[src/rtl/shared_reg_pkg.sv]
// Shared definitions for the one-byte shared register agents.
//   DATA_W     : width of the shared register data path (reader and writer).
//   rd_state_t : reader handshake states.
package shared_reg_pkg;

  localparam int unsigned DATA_W = 8;

  typedef enum logic [1:0] {
    IDLE    = 2'd0,
    ASSERT  = 2'd1,
    RELEASE = 2'd2
  } rd_state_t;

endpackage

[src/rtl/shared_reg_reader.sv]
// Read-side agent for the one-byte shared register.
// Runs the level-based read handshake (raise rd, hold, drop, wait for
// has_data to fall), then re-presents the byte on a valid/ready stream.
// Ports:
//   clk, rst            : clock (rising edge), async active-high reset
//   has_data, rd_data   : shared register status and data
//   rd                  : registered read request to the shared register
//   out_valid, out_data : downstream byte, held while out_valid=1
//   out_ready           : downstream accept
//   byte_count          : completed reads, wraps modulo 2^CW
//   err, clr_err        : sticky protocol error and its synchronous clear
module shared_reg_reader
  import shared_reg_pkg::*;
#(
  parameter int unsigned RD_HOLD = 1,
  parameter int unsigned TIMEOUT = 16,
  parameter int unsigned CW      = 16
) (
  input  logic              clk,
  input  logic              rst,
  input  logic              has_data,
  input  logic [DATA_W-1:0] rd_data,
  output logic              rd,
  output logic              out_valid,
  output logic [DATA_W-1:0] out_data,
  input  logic              out_ready,
  output logic [CW-1:0]     byte_count,
  output logic              err,
  input  logic              clr_err
);

  localparam int unsigned HOLD_W = (RD_HOLD > 1) ? $clog2(RD_HOLD) : 1;
  localparam int unsigned TO_W   = $clog2(TIMEOUT);

  localparam logic [HOLD_W-1:0] HOLD_INIT = HOLD_W'(RD_HOLD - 1);
  localparam logic [HOLD_W-1:0] HOLD_ONE  = HOLD_W'(1);
  localparam logic [TO_W-1:0]   TO_LAST   = TO_W'(TIMEOUT - 1);
  localparam logic [TO_W-1:0]   TO_ONE    = TO_W'(1);
  localparam logic [CW-1:0]     CNT_ONE   = CW'(1);

  rd_state_t          state, state_n;
  logic               rd_n;
  logic [DATA_W-1:0]  cap, cap_n;
  logic [HOLD_W-1:0]  hold_cnt, hold_n;
  logic [TO_W-1:0]    to_cnt, to_n;
  logic               ov_n;
  logic [DATA_W-1:0]  od_n;
  logic [CW-1:0]      bc_n;
  logic               err_set;
  logic               err_n;

  always_ff @(posedge clk or posedge rst) begin
    if (rst) begin
      state      <= IDLE;
      rd         <= 1'b0;
      cap        <= '0;
      hold_cnt   <= '0;
      to_cnt     <= '0;
      out_valid  <= 1'b0;
      out_data   <= '0;
      byte_count <= '0;
      err        <= 1'b0;
    end else begin
      state      <= state_n;
      rd         <= rd_n;
      cap        <= cap_n;
      hold_cnt   <= hold_n;
      to_cnt     <= to_n;
      out_valid  <= ov_n;
      out_data   <= od_n;
      byte_count <= bc_n;
      err        <= err_n;
    end
  end

  always_comb begin
    state_n = state;
    rd_n    = rd;
    cap_n   = cap;
    hold_n  = hold_cnt;
    to_n    = to_cnt;
    ov_n    = out_valid;
    od_n    = out_data;
    bc_n    = byte_count;
    err_set = 1'b0;

    // out_valid is only ever set from RELEASE, where it is already low,
    // so the consume clear and the set can never collide.
    if (out_valid && out_ready) begin
      ov_n = 1'b0;
    end

    case (state)
      IDLE: begin
        // Testing the registered out_valid delays a new read to the cycle
        // after the downstream consume.
        if (has_data && !out_valid) begin
          rd_n    = 1'b1;
          cap_n   = rd_data;
          hold_n  = HOLD_INIT;
          state_n = ASSERT;
        end
      end
      ASSERT: begin
        if (!has_data) begin
          err_set = 1'b1;
        end
        if (hold_cnt != '0) begin
          hold_n = hold_cnt - HOLD_ONE;
        end else begin
          rd_n    = 1'b0;
          to_n    = '0;
          state_n = RELEASE;
        end
      end
      RELEASE: begin
        if (!has_data) begin
          od_n    = cap;
          ov_n    = 1'b1;
          bc_n    = byte_count + CNT_ONE;
          state_n = IDLE;
        end else if (to_cnt == TO_LAST) begin
          // Timeout: the captured byte is dropped without counting it.
          err_set = 1'b1;
          state_n = IDLE;
        end else begin
          to_n = to_cnt + TO_ONE;
        end
      end
      default: begin
        rd_n    = 1'b0;
        state_n = IDLE;
      end
    endcase

    err_n = err_set | (err & ~clr_err);
  end

endmodule

[config.mk]
export PLATFORM = sky130hd
export DESIGN_NAME = shared_reg_reader
export DESIGN_NICKNAME = d
export VERILOG_FILES = /design/src/rtl/shared_reg_pkg.sv /design/src/rtl/shared_reg_reader.sv
export SDC_FILE = /design/constraint.sdc
export NUM_CORES = 1
export LEC_CHECK = 0
export CAP_MARGIN = 20
export CORE_ASPECT_RATIO = 1.1
export CORE_MARGIN = 2
export CORE_UTILIZATION = 50
export DETAILED_ROUTE_END_ITERATION = 6
export PLACE_DENSITY = 0.79
export SLEW_MARGIN = 20
export SYNTH_ARGS = -nofsm -noshare
export SYNTH_HDL_FRONTEND = slang
export SYNTH_SLANG_ARGS = --single-unit
export TNS_END_PERCENT = 1
[constraint.sdc]
create_clock -name clk -period 3.65 [get_ports clk]
set_input_delay 0.365 -clock clk [delete_from_list [all_inputs] [get_ports clk]]
set_output_delay 0.365 -clock clk [all_outputs]
set_load 0.01 [all_outputs]
* Word-level counts from Yosys, hierarchy flattened
Index checks and enable logic that the tools add are counted.
Storage, ports and cells: bits in registers 42, input port bits 13, output and inout bits 27, word-level logic and storage cells 59
Operators by class: $add $sub $neg 3, equal/unequal tests 8, muxes and demuxes 22, bitwise logic cells 5, reductions and logical operators 12
Operators by type and width (number):
- 16-bit by 1-bit adder with 16-bit output, second input constant | 1
- 4-bit 2-to-1 mux | 3
- 1-bit 2-to-1 mux | 10
- 2-bit 2-to-1 mux | 4
- 2-bit != test, second input constant | 4
- 4-bit one-hot mux with 2 select lines | 1
- 2-bit one-hot mux with 3 select lines | 1
- 2-bit AND reduction | 3
- 3-bit AND reduction | 2
- 4-bit by 1-bit adder with 4-bit output, second input constant | 1
- 4-bit equality test, second input constant | 1
- 1-bit one-hot mux with 2 select lines | 2
- 4-bit AND reduction | 1
- 2-bit nonzero test | 2
- 3-bit != test, second input constant | 1
- 1-bit NOT | 3
- 1-bit one-hot mux with 3 select lines | 1
- 2-bit by 1-bit equality test with 1-bit output, second input constant | 1
- 2-bit equality test, second input constant | 1
- 1-bit logical AND | 2
- 2-bit zero test | 1
- 1-bit bitwise AND | 1
- 1-bit zero test | 1
- 1-bit bitwise OR | 1
- 1-bit subtractor, second input constant | 1

* Depth between registers and ports, before layout
Gate-level depths: netlist of run 1.
word-level depth 5, gate-level depth with buffers 7, depth with buffers taken out 6

* Worst setup path after synthesis of run 1
Ideal clock, no wire load.
path kind reg2reg, start reg state[0], end reg state[1], library setup time 0.128 ns, data arrival time 1.441 ns, required time 3.522 ns, path slack 2.082 ns, stages on the path, launching flop included 8, buffers on the path 1, period minus slack after synthesis 1.568 ns, path through dfrtp_1 > inv_1 > ha_1 > nand2_1 > nor2b_1 > buf_4 > a21oi_1 > mux2_1
On the way: cells in the longest elaborated chain, start to end 3, elaborated cells on any way between the ends 8, classes of those cells 5 x eq/ne; 1 x mux; 2 x reduce/logical
Ends and longest elaborated chain:
- start: declaration | line shared_reg_reader.sv:41 | rd_state_t state, state_n;
- start signal: assignment | line shared_reg_reader.sv:64 | state <= state_n;
- 2-bit equality test (tied with other cells) | line shared_reg_reader.sv:93 | case (state)
- 3-bit != test (no line) or 2-bit != test (tied branches)
- 3-bit AND reduction (no line)
Parallel ways exist; a longest one is shown, timed or not. A chain may end at the register's enable or synchronous reset.

* Final worst setup path of run 1
start reg state[0], end reg byte_count[3]
On the way: cells in the longest elaborated chain, start to end 2
Ends and longest elaborated chain:
- 2-bit equality test | line shared_reg_reader.sv:93
- 2-bit AND reduction (no line)
- end signal: assignment | line shared_reg_reader.sv:71 | byte_count <= bc_n;
- end: declaration | line shared_reg_reader.sv:27 | output logic [CW-1:0] byte_count,
Every way passes these cells.

==> metrics.md, run 1 <==
| Metric | Value |
|---|---|
| Max frequency | `0.513 GHz` |
| Via density | `5.06` |
| Vias after detailed routing | `1,271` |
| Row count | `22` |
| Final WS setup | `1700 ps` |
| Min Clock Period, post-route | `1950 ps` |
| FF-to-FF setup slack | `1700 ps` |
| CTS resizes | `0` |
| Period utilization | `0.535` |
| CP required | `3890 ps` |
| Final Skew | `7.67 ps` |
| Synthesis-stage register bit count | `41` |
| RSZ-0062 raised after global routing | `false` |
| Sequential area share after synthesis | `0.573` |
| Critical Path Start Type | `register` |
| Synth top area share | `0.573` |
| Cell Int Power | `954 uW` |
| Worst path slowest cell | `nor2b_1` |
| YS warnings | `0` |
| Slew @ Worst Pin | `719 ps` |
| Max rail drop VDD | `0.361 mV` |
| Min Hold Slack | `416 ps` |
| Core area | `3390 um^2` |
| Synth Cell Area | `1790 um^2` |
| DIE WIDTH | `61.1 um` |
| Layout cells sized above 1 | `0.0985` |
| Syn_nets | `180` |
| DR DRC count | `0` |
| Remaining Overflow, GRT | `0` |
| Sw Pwr | `465 uW` |
| Htree depth | `2` |
| Port Buffers | `39` |
| Drt total wl | `3.43 mm` |
| Clk buf depth | `2` |
| Leak pwr | `0.00104 uW` |
| Power, Total | `1420 uW` |
| Top cells by area, synth | `dfrtp_1 (57%), nand2_1 (8.2%), xnor2_1 (6.4%)` |
| Clk sink count | `41` |
| Area grow syn2layout | `27.0%` |
| Reg2Reg Launch Point | `state[0]` |
| Initial antenna violation count | `0` |
| GRT Util Overall | `0.204` |
| Combinational share of power | `0.347` |
| Critical path, cell by cell | `inv_1 > ha_1 > nor2b_1 > nand4_1 > xnor2_1` |
| Max-cap check violation count | `0` |
| Post-synth EDFFs | `0` |
| Setup Fix Bufs, Post-CTS | `0` |
| Leading area contributor after synthesis | `dfrtp_1` |
| CP arrival | `2200 ps` |
| Critical R2R Capture | `byte_count[3]` |
| TritonCTS Buffers | `5` |
| Ports | `40` |
| CTS tree | `built` |
| Syn Inst Count | `161` |
| 1st-pass router iterations | `4` |
| Sequential share of power | `0.491` |
| Critical-path maximum fanout | `11` |
| Final hold vios | `0` |
| Count leader, synth | `dfrtp_1` |
| Root Driver | `clkbuf_4` |
| Nets | `222` |
| Post-cts hold buffer count | `0` |
| Ant. Diodes | `0` |
| Slew Limit Fails | `0` |
| Switch share | `0.328` |
| Synthesized area per cell | `11.1 um^2` |
| Synth Flop Type | `dfrtp_1` |
| Post-Place Setup Slack | `1580 ps` |
| Clock Pin Slew Worst Setup and Hold Paths | `110 ps` |
| Drt initial violations | `38` |
| Most frequent cells after synthesis | `dfrtp_1 (41), nand2_1 (39), xnor2_1 (13)` |
| DR WL/cell | `13.7 um` |
| Vias in the first global route | `1,343` |
| CP endpoint kind | `register` |
| Clock Power Share | `0.162` |
| Final setup vio count | `0` |
| R2R cell count | `5` |
| DPL Wire Length | `2.45 mm` |
| Max_slew headroom | `0.520` |
| Full die area | `4080 um^2` |
| Worst path max stage delay | `640 ps` |
| Min-Delay Path Class | `primary input to async pin` |
| RePlAce Congestion | `0.750` |
| Status | `finished, final reports clean` |
| Initial core utilization | `0.529` |
| First-pass GRT wire length | `6.09 mm` |
| Netlist cell types | `29` |
| Die Height | `66.8 um` |
| PD cells | `624 nW/um^2` |
| FFs w/ async S/R, synth | `1.00` |
| Worst-Skew Late Latency | `350 ps` |
| Fin Setup TNS | `0 ps` |
| Largest net degree at the start of global routing | `42` |
| Post-route antenna net violation count | `0` |
| CP Class | `register to register` |
[cells by family (layout without fill, tap and decap cells)]
logic type	count (synthesis)	in the layout	synth area share
AO/OA/AOI/OAI	11	11	0.0356
multiplexers	10	10	0.0622
adder cells (fa/ha/maj)	6	6	0.0419
flip-flops	41	41	0.573
XOR/XNOR	16	16	0.0824
AND/OR/NAND/NOR	66	66	0.177
buffers and inverters	11	53	0.0286
[cells in the final DEF (no fill, tap or decap), types with 2 or more instances in the layout]
cell	count
and3_1	3
and4_1	2
clkbuf_4	5
clkdlybuf4s50_1	39
dfrtp_1	41
ha_1	6
inv_1	6
mux2_2	8
nand2_1	39
nand3_1	9
nand4_1	4
nor2_1	2
nor2_2	2
nor2b_1	2
o21ai_0	6
xnor2_1	13
xor2_1	2
[critical path: cells and delay by family (launching register included)]
kind / cells / cell delay [ps]
buffers and inverters: 1 / 100
AND/OR/NAND/NOR: 2 / 850
XOR/XNOR: 1 / 160
adder cells (fa/ha/maj): 1 / 320
flip-flops: 1 / 420
[power by group through the flow]
| stage | Clock [uW] | Combinational [uW] | Sequential [uW] |
|---|---|---|---|
| after floorplan | 0 | 257 | 713 |
| after global placement | 0 | 475 | 697 |
| final | 230 | 492 | 697 |
| after detailed placement | 0 | 503 | 700 |
| after global routing | 258 | 548 | 717 |
| after CTS | 235 | 503 | 695 |
[per-layer routing]
layer,vias up,track usage,part of all wire
met1,599,0.260,0.44
li1,614,-,-
met3,11,0.0485,0.062
met2,47,0.314,0.48
met5,-,0,0
met4,0,0.111,0.023
[sequential cells by signal (all words and copies together) (netlist names)]
name / cells
state: 2
to_cnt: 4
out_valid: 1
out_data: 8
cap: 8
rd: 1
byte_count: 16
err: 1
[how the worst max path moves through the flow]
stage	to	from	slack, ps	cells after the start
4_1_cts	byte_count[3]	state[0]	1650	5
6_report	byte_count[3]	state[0]	1700	5
5_1_grt	state[1]	state[0]	1510	6
3_5_place_dp	state[1]	has_data	1580	5
2_1_floorplan	state[1]	state[0]	2080	7
3_3_place_gp	state[1]	has_data	1680	5
[through the flow]
step | std cells | util | instance area [um^2]
after CTS | 251 | 0.672 | 2280
after global placement | 244 | 0.656 | 2220
final | 251 | 0.672 | 2280
after detailed placement | 244 | 0.656 | 2220
after floorplan | 161 | - | 1790
after global routing | 251 | 0.672 | 2280
[layout make-up]
class / count / area (um^2)
inverters: 6 / 22.5
well taps: 48 / 60.1
flip-flops and latches: 41 / 1030
fillers: 274 / 1110
clock buffers: 7 / 55.1
repair buffers: 40 / 398
multi-input cells: 109 / 714
Note: power is estimated with default switching activity, not from simulation.
==> run 2: changes to the inputs <==
--- a/config.mk
+++ b/config.mk
@@ -8,9 +8,9 @@
 export CAP_MARGIN = 20
 export CORE_ASPECT_RATIO = 1.1
 export CORE_MARGIN = 2
-export CORE_UTILIZATION = 50
+export CORE_UTILIZATION = 45
 export DETAILED_ROUTE_END_ITERATION = 6
-export PLACE_DENSITY = 0.79
+export PLACE_DENSITY = 0.75
 export SLEW_MARGIN = 20
 export SYNTH_ARGS = -nofsm -noshare
 export SYNTH_HDL_FRONTEND = slang
==> constraint.sdc (replaced) <==
create_clock -name clk -period 1.7 [get_ports clk]
set_input_delay 0.17 -clock clk [delete_from_list [all_inputs] [get_ports clk]]
set_output_delay 0.17 -clock clk [all_outputs]
set_load 0.01 [all_outputs]
==> metrics.md, run 2 (synthesized netlist as in run 1, its figures left out) <==
| Metric | Value |
|---|---|
| Most frequent cells in the layout | `dfrtp_1 (41), nand2_1 (39), clkdlybuf4s50_1 (39)` |
| Clock Power Share | `0.192` |
| CP arrival | `1740 ps` |
| Critical path, cell by cell | `inv_1 > ha_2 > nand2_1 > nor2b_1 > a21oi_1 > mux2_1` |
| RePlAce Congestion | `0.796` |
| Final hold vios | `0` |
| Final setup vio count | `0` |
| Slew Limit Fails | `0` |
| Power, Total | `3200 uW` |
| Clk sink count | `41` |
| Initial antenna violation count | `0` |
| Worst path slowest cell | `dfrtp_1` |
| Drt initial violations | `73` |
| Min-Delay Path Class | `primary input to async pin` |
| Clock Pin Slew Worst Setup and Hold Paths | `80 ps` |
| Combinational share of power | `0.346` |
| DR WL/cell | `13.3 um` |
| Max frequency | `0.639 GHz` |
| Max rail drop VDD | `0.760 mV` |
| Remaining Overflow, GRT | `0` |
| Final Skew | `6.37 ps` |
| Core area | `3900 um^2` |
| Buf+Inv Stages, Crit Path | `1` |
| Port Buffers | `39` |
| Layout cells sized above 1 | `0.129` |
| Largest net degree at the start of global routing | `42` |
| Die Height | `70.2 um` |
| Post-Place Setup Slack | `-8.17 ps` |
| Status | `finished, final reports clean` |
| Leak pwr | `0.00106 uW` |
| 1st-pass router iterations | `4` |
| Fin Setup TNS | `0 ps` |
| Sequential share of power | `0.462` |
| Ant. Diodes | `0` |
| Nets | `227` |
| Worst Setup SP | `state[0]` |
| Setup crit end | `state[1]` |
| Area grow syn2layout | `31.6%` |
| Full die area | `4500 um^2` |
| DR DRC count | `0` |
| Reg2Reg Launch Point | `state[0]` |
| Via density | `5.07` |
| TritonCTS Buffers | `5` |
| CP Class | `register to register` |
| Delay-heaviest family, CP | `flip-flops` |
| Vias after detailed routing | `1,323` |
| Most common cell after layout, fill and taps aside | `dfrtp_1` |
| Switch share | `0.321` |
| Sw Pwr | `1030 uW` |
| Min Clock Period, post-route | `1570 ps` |
| PD cells | `1360 nW/um^2` |
| Setup Fix Bufs, Post-CTS | `0` |
| Cell Int Power | `2180 uW` |
| Max-cap check violation count | `0` |
| Initial core utilization | `0.459` |
| Placed insts | `253` |
| Max FFs per register | `16` |
| Top flop regs | `byte_count (16), cap (8), out_data (8)` |
| R2R cell count | `6` |
| First-pass GRT wire length | `5.87 mm` |
| Worst-Skew Late Latency | `290 ps` |
| Ports | `40` |
| Root Driver | `clkbuf_8` |
| Post-route antenna net violation count | `0` |
| DPL Wire Length | `2.59 mm` |
| Final WS setup | `134 ps` |
| Period utilization | `0.921` |
| Vias in the first global route | `1,357` |
| GRT Util Overall | `0.170` |
| Htree depth | `2` |
| CP required | `1870 ps` |
| Cell Count, Final, Fillers Out | `261` |
| Critical R2R Capture | `state[1]` |
| Critical-path maximum fanout | `8` |
| Clk buf depth | `2` |
| CP endpoint kind | `register` |
| Critical path depth in cells | `6` |
| Worst path max stage delay | `410 ps` |
| Drt total wl | `3.46 mm` |
| Row count | `24` |
| Slew @ Worst Pin | `496 ps` |
| Critical Path Start Type | `register` |
| RSZ-0062 raised after global routing | `false` |
| FF-to-FF setup slack | `130 ps` |
| CTS tree | `built` |
| Largest Register | `byte_count` |
| DIE WIDTH | `64.2 um` |
| Max_slew headroom | `0.669` |
run 2: changes by cell type in the layout (fill, tap and decap cells not counted), sizes merged:
cell,previous run,this run
clkinvlp,0,2
clkbuf,7,6
buf,1,6
run 2: layout make-up:
type	instances	area, um^2
sequential	41	1030
inverter	6	22.5
clock inverter	2	15.0
tap	52	65.1
clock buffer	6	72.6
multi-input combinational	109	722
fill	335	1550
timing repair buffer	45	435
run 2: power groups by stage:
stage | registers (uW) | logic (uW) | clock network, uW
5_1_grt | 1530 | 1230 | 675
4_1_cts | 1480 | 1130 | 630
6_report | 1480 | 1110 | 616
3_3_place_gp | 1480 | 1060 | 0
2_1_floorplan | 1530 | 551 | 0
3_5_place_dp | 1500 | 1130 | 0
run 2: metrics by stage:
step	cell area, um^2	hold slack, ps	utilization
floorplan	1790	266	-
global placement	2260	446	0.580
detailed placement	2260	454	0.580
CTS	2350	343	0.603
global route	2360	373	0.604
finish	2360	318	0.604
run 2: how the worst min path moves through the flow:
| stage | to | from | slack [ps] |
|---|---|---|---|
| 6_report | byte_count[7] | rst | 320 |
| 5_1_grt | byte_count[7] | rst | 370 |
| 4_1_cts | byte_count[7] | rst | 340 |
| 3_5_place_dp | out_data[2] | cap[2] | 450 |
| 3_3_place_gp | out_data[6] | cap[6] | 450 |
| 2_1_floorplan | err | clr_err | 270 |
run 2: worst register-to-register path: cells and delay by family (launching register included):
family | cells | cell delay (ps)
muxes | 1 | 320
and+or+nand+nor | 2 | 250
adders and majority gates | 1 | 280
buffers and inverters | 1 | 120
DFF | 1 | 410
AOI/OAI and AO/OA | 1 | 70
run 2: what timing repair did:
action                     in CTS  in global routing
gates cloned                    0                  0
gates resized for setup         1                  1
pin swaps                       0                  0
hold buffers                    0                  0
setup endpoints to repair       1                  1
run 2: layer usage:
layer	wire, um	vias to the layer above	global-route usage
li1	-	625	-
met1	1420	648	0.186
met2	1770	43	0.297
met3	228	7	0.0612
met4	50	0	0.0638
met5	0	-	0
==> run 3: changes to the inputs <==
--- a/config.mk
+++ b/config.mk
@@ -10,6 +10,7 @@
 export CORE_MARGIN = 2
 export CORE_UTILIZATION = 45
 export DETAILED_ROUTE_END_ITERATION = 6
+export GPL_ROUTABILITY_DRIVEN = 0
 export PLACE_DENSITY = 0.75
 export SLEW_MARGIN = 20
 export SYNTH_ARGS = -nofsm -noshare
==> results of run 3 <==
Same layout as run 2: the final DEF is identical, and so are final timing and power.
